==> config.mk <==
export PLATFORM = sky130hd
export DESIGN_NAME = mem_port_arbiter
export DESIGN_NICKNAME = d
export VERILOG_FILES = /design/src/rtl/mem_port_arbiter.sv
export SDC_FILE = /design/constraint.sdc
export NUM_CORES = 1
export LEC_CHECK = 0
export BUFFER_PORTS_ARGS = -buffer_cell sky130_fd_sc_hd__clkbuf_2
export CAP_MARGIN = 15
export CORE_MARGIN = 2
export CORE_UTILIZATION = 40
export CTS_CLUSTER_SIZE = 14
export DETAILED_ROUTE_END_ITERATION = 16
export GPL_ROUTABILITY_DRIVEN = 0
export GPL_TIMING_DRIVEN = 0
export HOLD_SLACK_MARGIN = 0.02
export PLACE_DENSITY_LB_ADDON = 0.1
export SYNTH_ARGS = -nofsm -noshare
export SYNTH_HDL_FRONTEND = slang
export SYNTH_SLANG_ARGS = --single-unit
==> constraint.sdc <==
create_clock -name clk -period 11.4 [get_ports clk]
set_input_delay 1.71 -clock clk [delete_from_list [all_inputs] [get_ports clk]]
set_output_delay 1.71 -clock clk [all_outputs]
set_load 0.005 [all_outputs]
==> src/rtl/mem_port_arbiter.sv <==
//------------------------------------------------------------------------------
// Module   : mem_port_arbiter
// Brief    : Shares one external memory port between instruction fetch and
//            data load/store. One access outstanding at a time. Stale fetches
//            are dropped on flush, hung accesses time out, and fetch
//            starvation by back-to-back data traffic is bounded.
// Revision : 1.0 - initial release
//------------------------------------------------------------------------------
`default_nettype none

module mem_port_arbiter #(
    parameter int MAX_WAIT     = 16,
    parameter int STARVE_LIMIT = 4
) (
    input  logic        clk,
    input  logic        rst,
    input  logic        if_req,
    input  logic [31:0] if_addr,
    output logic        if_ready,
    output logic [31:0] if_data,
    output logic        if_busy,
    input  logic        flush,
    input  logic        d_req,
    input  logic        d_we,
    input  logic [31:0] d_addr,
    input  logic [31:0] d_wdata,
    input  logic [2:0]  d_size,
    output logic        d_ready,
    output logic [31:0] d_rdata,
    output logic        err,
    output logic        mem_req,
    output logic        mem_we,
    output logic [31:0] mem_addr,
    output logic [31:0] mem_wdata,
    output logic [2:0]  mem_size,
    input  logic [31:0] mem_rdata,
    input  logic        mem_ack
);

    localparam int c_WAIT_W   = $clog2(MAX_WAIT + 1);
    localparam int c_STARVE_W = $clog2(STARVE_LIMIT + 1);

    localparam logic [c_WAIT_W-1:0]   c_WAIT_LAST  = c_WAIT_W'(MAX_WAIT - 1);
    localparam logic [c_WAIT_W-1:0]   c_WAIT_ONE   = c_WAIT_W'(1);
    localparam logic [c_STARVE_W-1:0] c_STARVE_MAX = c_STARVE_W'(STARVE_LIMIT);
    localparam logic [c_STARVE_W-1:0] c_STARVE_ONE = c_STARVE_W'(1);
    localparam logic [2:0]            c_FETCH_SIZE = 3'd4;

    localparam logic [1:0] c_ST_IDLE  = 2'd0;
    localparam logic [1:0] c_ST_FETCH = 2'd1;
    localparam logic [1:0] c_ST_DATA  = 2'd2;
    localparam logic [1:0] c_ST_RESP  = 2'd3;

    logic [1:0]            r_state,     w_state_nxt;
    logic                  r_mem_req,   w_mem_req_nxt;
    logic                  r_mem_we,    w_mem_we_nxt;
    logic [31:0]           r_mem_addr,  w_mem_addr_nxt;
    logic [31:0]           r_mem_wdata, w_mem_wdata_nxt;
    logic [2:0]            r_mem_size,  w_mem_size_nxt;
    logic                  r_if_ready,  w_if_ready_nxt;
    logic [31:0]           r_if_data,   w_if_data_nxt;
    logic                  r_d_ready,   w_d_ready_nxt;
    logic [31:0]           r_d_rdata,   w_d_rdata_nxt;
    logic                  r_err,       w_err_nxt;
    logic [c_WAIT_W-1:0]   r_wait,      w_wait_nxt;
    logic [c_STARVE_W-1:0] r_starve,    w_starve_nxt;
    logic                  r_drop,      w_drop_nxt;
    logic                  w_grant_data;
    logic [31:0]           w_resp_data;

    // Next state and next registered outputs of the single-access FSM
    always_comb begin
        w_state_nxt     = r_state;
        w_mem_req_nxt   = r_mem_req;
        w_mem_we_nxt    = r_mem_we;
        w_mem_addr_nxt  = r_mem_addr;
        w_mem_wdata_nxt = r_mem_wdata;
        w_mem_size_nxt  = r_mem_size;
        w_if_ready_nxt  = 1'b0;
        w_if_data_nxt   = r_if_data;
        w_d_ready_nxt   = 1'b0;
        w_d_rdata_nxt   = r_d_rdata;
        w_err_nxt       = 1'b0;
        w_wait_nxt      = r_wait;
        w_starve_nxt    = r_starve;
        w_drop_nxt      = r_drop;
        w_resp_data     = '0;
        // Data wins unless the fetch side has already waited out its quota
        w_grant_data    = d_req & ~((r_starve == c_STARVE_MAX) & if_req);

        case (r_state)
            c_ST_IDLE: begin
                w_drop_nxt = 1'b0;
                w_wait_nxt = '0;
                if (w_grant_data) begin
                    w_mem_req_nxt   = 1'b1;
                    w_mem_we_nxt    = d_we;
                    w_mem_addr_nxt  = d_addr;
                    w_mem_wdata_nxt = d_wdata;
                    w_mem_size_nxt  = d_size;
                    w_state_nxt     = c_ST_DATA;
                    if (if_req && (r_starve != c_STARVE_MAX)) begin
                        w_starve_nxt = r_starve + c_STARVE_ONE;
                    end
                end else if (if_req && !flush) begin
                    w_mem_req_nxt  = 1'b1;
                    w_mem_we_nxt   = 1'b0;
                    w_mem_addr_nxt = if_addr;
                    w_mem_size_nxt = c_FETCH_SIZE;
                    w_starve_nxt   = '0;
                    w_state_nxt    = c_ST_FETCH;
                end
            end
            c_ST_FETCH, c_ST_DATA: begin
                // A redirect during a fetch marks its result stale; the
                // memory side still runs to completion
                w_drop_nxt = r_drop | ((r_state == c_ST_FETCH) & flush);
                if (mem_ack || (r_wait == c_WAIT_LAST)) begin
                    w_mem_req_nxt = 1'b0;
                    w_state_nxt   = c_ST_RESP;
                    w_resp_data   = mem_ack ? mem_rdata : 32'd0;
                    if (r_state == c_ST_FETCH) begin
                        if (!w_drop_nxt) begin
                            w_if_ready_nxt = 1'b1;
                            w_if_data_nxt  = w_resp_data;
                            w_err_nxt      = ~mem_ack;
                        end
                    end else begin
                        w_d_ready_nxt = 1'b1;
                        w_d_rdata_nxt = w_resp_data;
                        w_err_nxt     = ~mem_ack;
                    end
                end else begin
                    w_wait_nxt = r_wait + c_WAIT_ONE;
                end
            end
            c_ST_RESP: begin
                w_drop_nxt  = 1'b0;
                w_state_nxt = c_ST_IDLE;
            end
            default: begin
                w_state_nxt = c_ST_IDLE;
            end
        endcase
    end

    // State and output registers; reset abandons any access in flight
    always_ff @(posedge clk or posedge rst) begin
        if (rst) begin
            r_state     <= c_ST_IDLE;
            r_mem_req   <= 1'b0;
            r_mem_we    <= 1'b0;
            r_mem_addr  <= '0;
            r_mem_wdata <= '0;
            r_mem_size  <= '0;
            r_if_ready  <= 1'b0;
            r_if_data   <= '0;
            r_d_ready   <= 1'b0;
            r_d_rdata   <= '0;
            r_err       <= 1'b0;
            r_wait      <= '0;
            r_starve    <= '0;
            r_drop      <= 1'b0;
        end else begin
            r_state     <= w_state_nxt;
            r_mem_req   <= w_mem_req_nxt;
            r_mem_we    <= w_mem_we_nxt;
            r_mem_addr  <= w_mem_addr_nxt;
            r_mem_wdata <= w_mem_wdata_nxt;
            r_mem_size  <= w_mem_size_nxt;
            r_if_ready  <= w_if_ready_nxt;
            r_if_data   <= w_if_data_nxt;
            r_d_ready   <= w_d_ready_nxt;
            r_d_rdata   <= w_d_rdata_nxt;
            r_err       <= w_err_nxt;
            r_wait      <= w_wait_nxt;
            r_starve    <= w_starve_nxt;
            r_drop      <= w_drop_nxt;
        end
    end

    assign mem_req   = r_mem_req;
    assign mem_we    = r_mem_we;
    assign mem_addr  = r_mem_addr;
    assign mem_wdata = r_mem_wdata;
    assign mem_size  = r_mem_size;
    assign if_ready  = r_if_ready;
    assign if_data   = r_if_data;
    assign d_ready   = r_d_ready;
    assign d_rdata   = r_d_rdata;
    assign err       = r_err;
    // PC stays frozen from request until the instruction is delivered
    assign if_busy   = if_req & ~r_if_ready;

endmodule

`default_nettype wire

==> run_results.csv <==
group,metric,value,unit
run_status,status,"complete, no violations",
worst_setup_path,path_max_fanout,10,
synth,synth_area_per_cell,11.98,um^2
final_layout,syn_to_final_growth,36.06,%
final_layout,antenna_cells,0,
routing,vias,5129,
sta,rsz0062_at_grt,"no",
sta,skew,0.009793,ns
final_layout,layoutNonFillerInstCount,1011,
global_route,track_usage,20.79,%
worst_setup_path,max_stage_delay,0.17,ns
sta,finalCritPeriodShare,33.80,%
hold_path,whs_path_depth,1,
die,core,15200,um^2
global_route,grt_max_degree,88,
global_route,grt_pass1_vias,5183,
global_route,grt.overflow.total,0,
worst_setup_path,worst-endpoint-required,9.69,ns
routing,ant_nets,0,
sta,finalMaxSlewViolations,0,
worst_setup_path,crit_arrival,2.14,ns
worst_setup_path,cp_slowest_cell,"buf_2",
worst_setup_path,endpoint_kind,"output pin",
power,power_density,269.0,nW/um^2
synth,yosys-top-cells-area,"dfrtp_1 59%, mux2_1 6.0%, o221a_1 5.8%, mux2i_1 5.3%, or3_1 3.4%",
synth,synth_nets,663,
sta,max_freq,259.5,MHz
die,die_area,16520,um^2
power,ir_drop,0.1078,mV
global_route,grt_antenna_before_repair,0,
synth,synth_edf_count,0,
synth,yosysMostFrequentCell,"dfrtp_1",
clock_network,insertion_delay,0.42,ns
clock_network,numCtsBuffers,17,
routing,drc,0,
worst_setup_path,rr_worst_depth,7,
clock_network,htreeDepth,4,
placed_design,placedCellCount,979,
sta,hold_violations,0,
die,io_pins,275,
worst_setup_path,cp_top_family,"buffers and inverters",
worst_setup_path,crit_cells,3,
synth,synth_cell_types,40,
routing,drt_wl_total,16920,um
synth,synth_largest_area_cell,"dfrtp_1",
routing,via_per_inst,5.073,
clock_network,cts-root-buf,"clkbuf_16",
clock_network,cts.sinks,147,
synth,ys_top_cells_by_count,"147 x dfrtp_1, 43 x inv_1, 37 x o21ai_1, 36 x nand2_1",
die,die_w,128.5,um
clock_network,cts_setup_buffers,0,
sta,setup_viol,0,
sta,max_slew_margin,62.38,%
routing,wire_per_inst,16.74,um
worst_setup_path,crit_buf_inv,2,
sta,min_period,3.853,ns
clock_network,cts_tree,"done",
sta,worstMarginPinSlew,0.5643,ns
die,initial_utilization,40.81,%
die,rows,45,
hold_path,hold_path_class,"reg2reg",
synth,ys_ff_latch,147,
worst_setup_path,cp-start-kind,"input pin",
synth,async_reset_ff_share,100.0,%
power,leakage,4.401,nW
worst_setup_path,crit_chain,"buf_2, nor2b_1, clkbuf_2",
clock_network,clockBufferDepth,2,
die,die_h,128.5,um
synth,synthCells,518,
synth,synth_flop_cell,"dfrtp_1",
clock_network,cts_resized,0,
synth,yosys_warnings,0,
flow_run,drv_cap,0,
synth,synth_top_area_share,59.29,%
routing,dr.pass1.iters,4,
routing,drt_iter0_drc,172,
placed_design,io_buffers,272,
synth,yosysSeqAreaShare,59.29,%
clock_network,cts_hold_buffers,0,
sta,setup_tns,0,ns
synth,syn-cell-area,6205,um^2
global_route,grt_pass1_wl,26830,um
final_layout,drive_gt1_share,39.85,%
worst_setup_path,worstSetupPathType,"in2out",
final_layout,nNetsFinal,955,
placed_design,place_hpwl,12650,um
clock_network,path_clk_slew,0.06,ns
==> kinds of logic after synthesis <==
group,after synthesis,share of synthesized area [%]
AND/OR/NAND/NOR,93,8.107
buffers and inverters,81,5.666
AO/OA/AOI/OAI,123,14.04
adder cells (fa/ha/maj),7,1.412
multiplexers,67,11.49
flip-flops,147,59.29
==> layout make-up <==
class                      count  area (um^2)
fill                        1374         6760
inverter                      45        173.9
multi-input combinational    290         2175
sequential                   147         3679
timing repair buffer         273         1389
clock inverter                14        178.9
tap                          188        235.2
buffer                        36        182.7
clock buffer                  18        429.2
==> cells in the final DEF, fill, tap and decap left out, drive strengths merged, types with 2 or more instances in the layout <==
master    netlist  routed
o221a          33      33
a21oi           4       4
ha              7       7
bufinv          0       3
and3            3       3
and4b           2       2
o21ai          72      72
nand2b          2       2
clkinv          0       5
clkinvlp        0       3
dfrtp         147     147
clkbuf         20     310
nor2            3       3
nor2b           4       4
a22o            4       4
buf            16      17
inv            45      48
nand2          36      36
o22ai           2       2
mux2           34      34
or3            34      34
mux2i          33      33
o31ai           2       2
nand3           4       4
==> where the power goes <==
group / total (mW) / leakage [nW] / switching [mW] / internal [mW]
logic: 0.818 / 2.34 / 0.422 / 0.396
registers: 0.882 / 1.77 / 0.124 / 0.758
clock network: 0.571 / 0.287 / 0.224 / 0.347
==> worst paths after layout <==
kind | slack (ns) | from | endpoint
max | 7.55 | if_req | if_busy
min | 0.49 | mem_wdata[8] | mem_wdata[8]
max reg2reg | 9.16 | r_wait[0] | d_rdata[8]
min reg2reg | 0.49 | mem_wdata[8] | mem_wdata[8]
max in group asynchronous | 9.24 | rst | mem_wdata[3]
min in group asynchronous | 1.34 | rst | mem_wdata[27]
==> metal layers <==
metal | vias up | share of wire (%) | track usage [%]
li1 | 2423 | - | -
met1 | 2488 | 42 | 25.94
met2 | 188 | 48 | 34.11
met3 | 30 | 7.8 | 6.362
met4 | 0 | 2.4 | 8.120
met5 | - | 0 | 0
==> stage by stage <==
stage / cell area [um^2] / hold slack, ns / worst slack [ns] / total power, mW / utilization, %
after floorplan: 6205 / 0.4581 / 5.739 / 1.322 / -
after global placement: 7801 / 0.4666 / 4.140 / 1.690 / 51.32
after detailed placement: 7834 / 0.4765 / 7.541 / 1.721 / 51.53
after CTS: 8442 / 0.4907 / 7.540 / 2.299 / 55.53
after global routing: 8442 / 0.4976 / 7.494 / 2.435 / 55.53
final: 8442 / 0.4893 / 7.547 / 2.271 / 55.53
==> state kept, by name, indices dropped and copies added (netlist names) <==
signal,count
d_rdata,32
d_ready,1
err,1
if_data,32
if_ready,1
mem_addr,32
mem_req,1
mem_size,3
mem_wdata,32
mem_we,1
r_drop,1
r_starve,3
r_state,2
r_wait,5
Note: power is estimated with default switching activity, not from simulation.
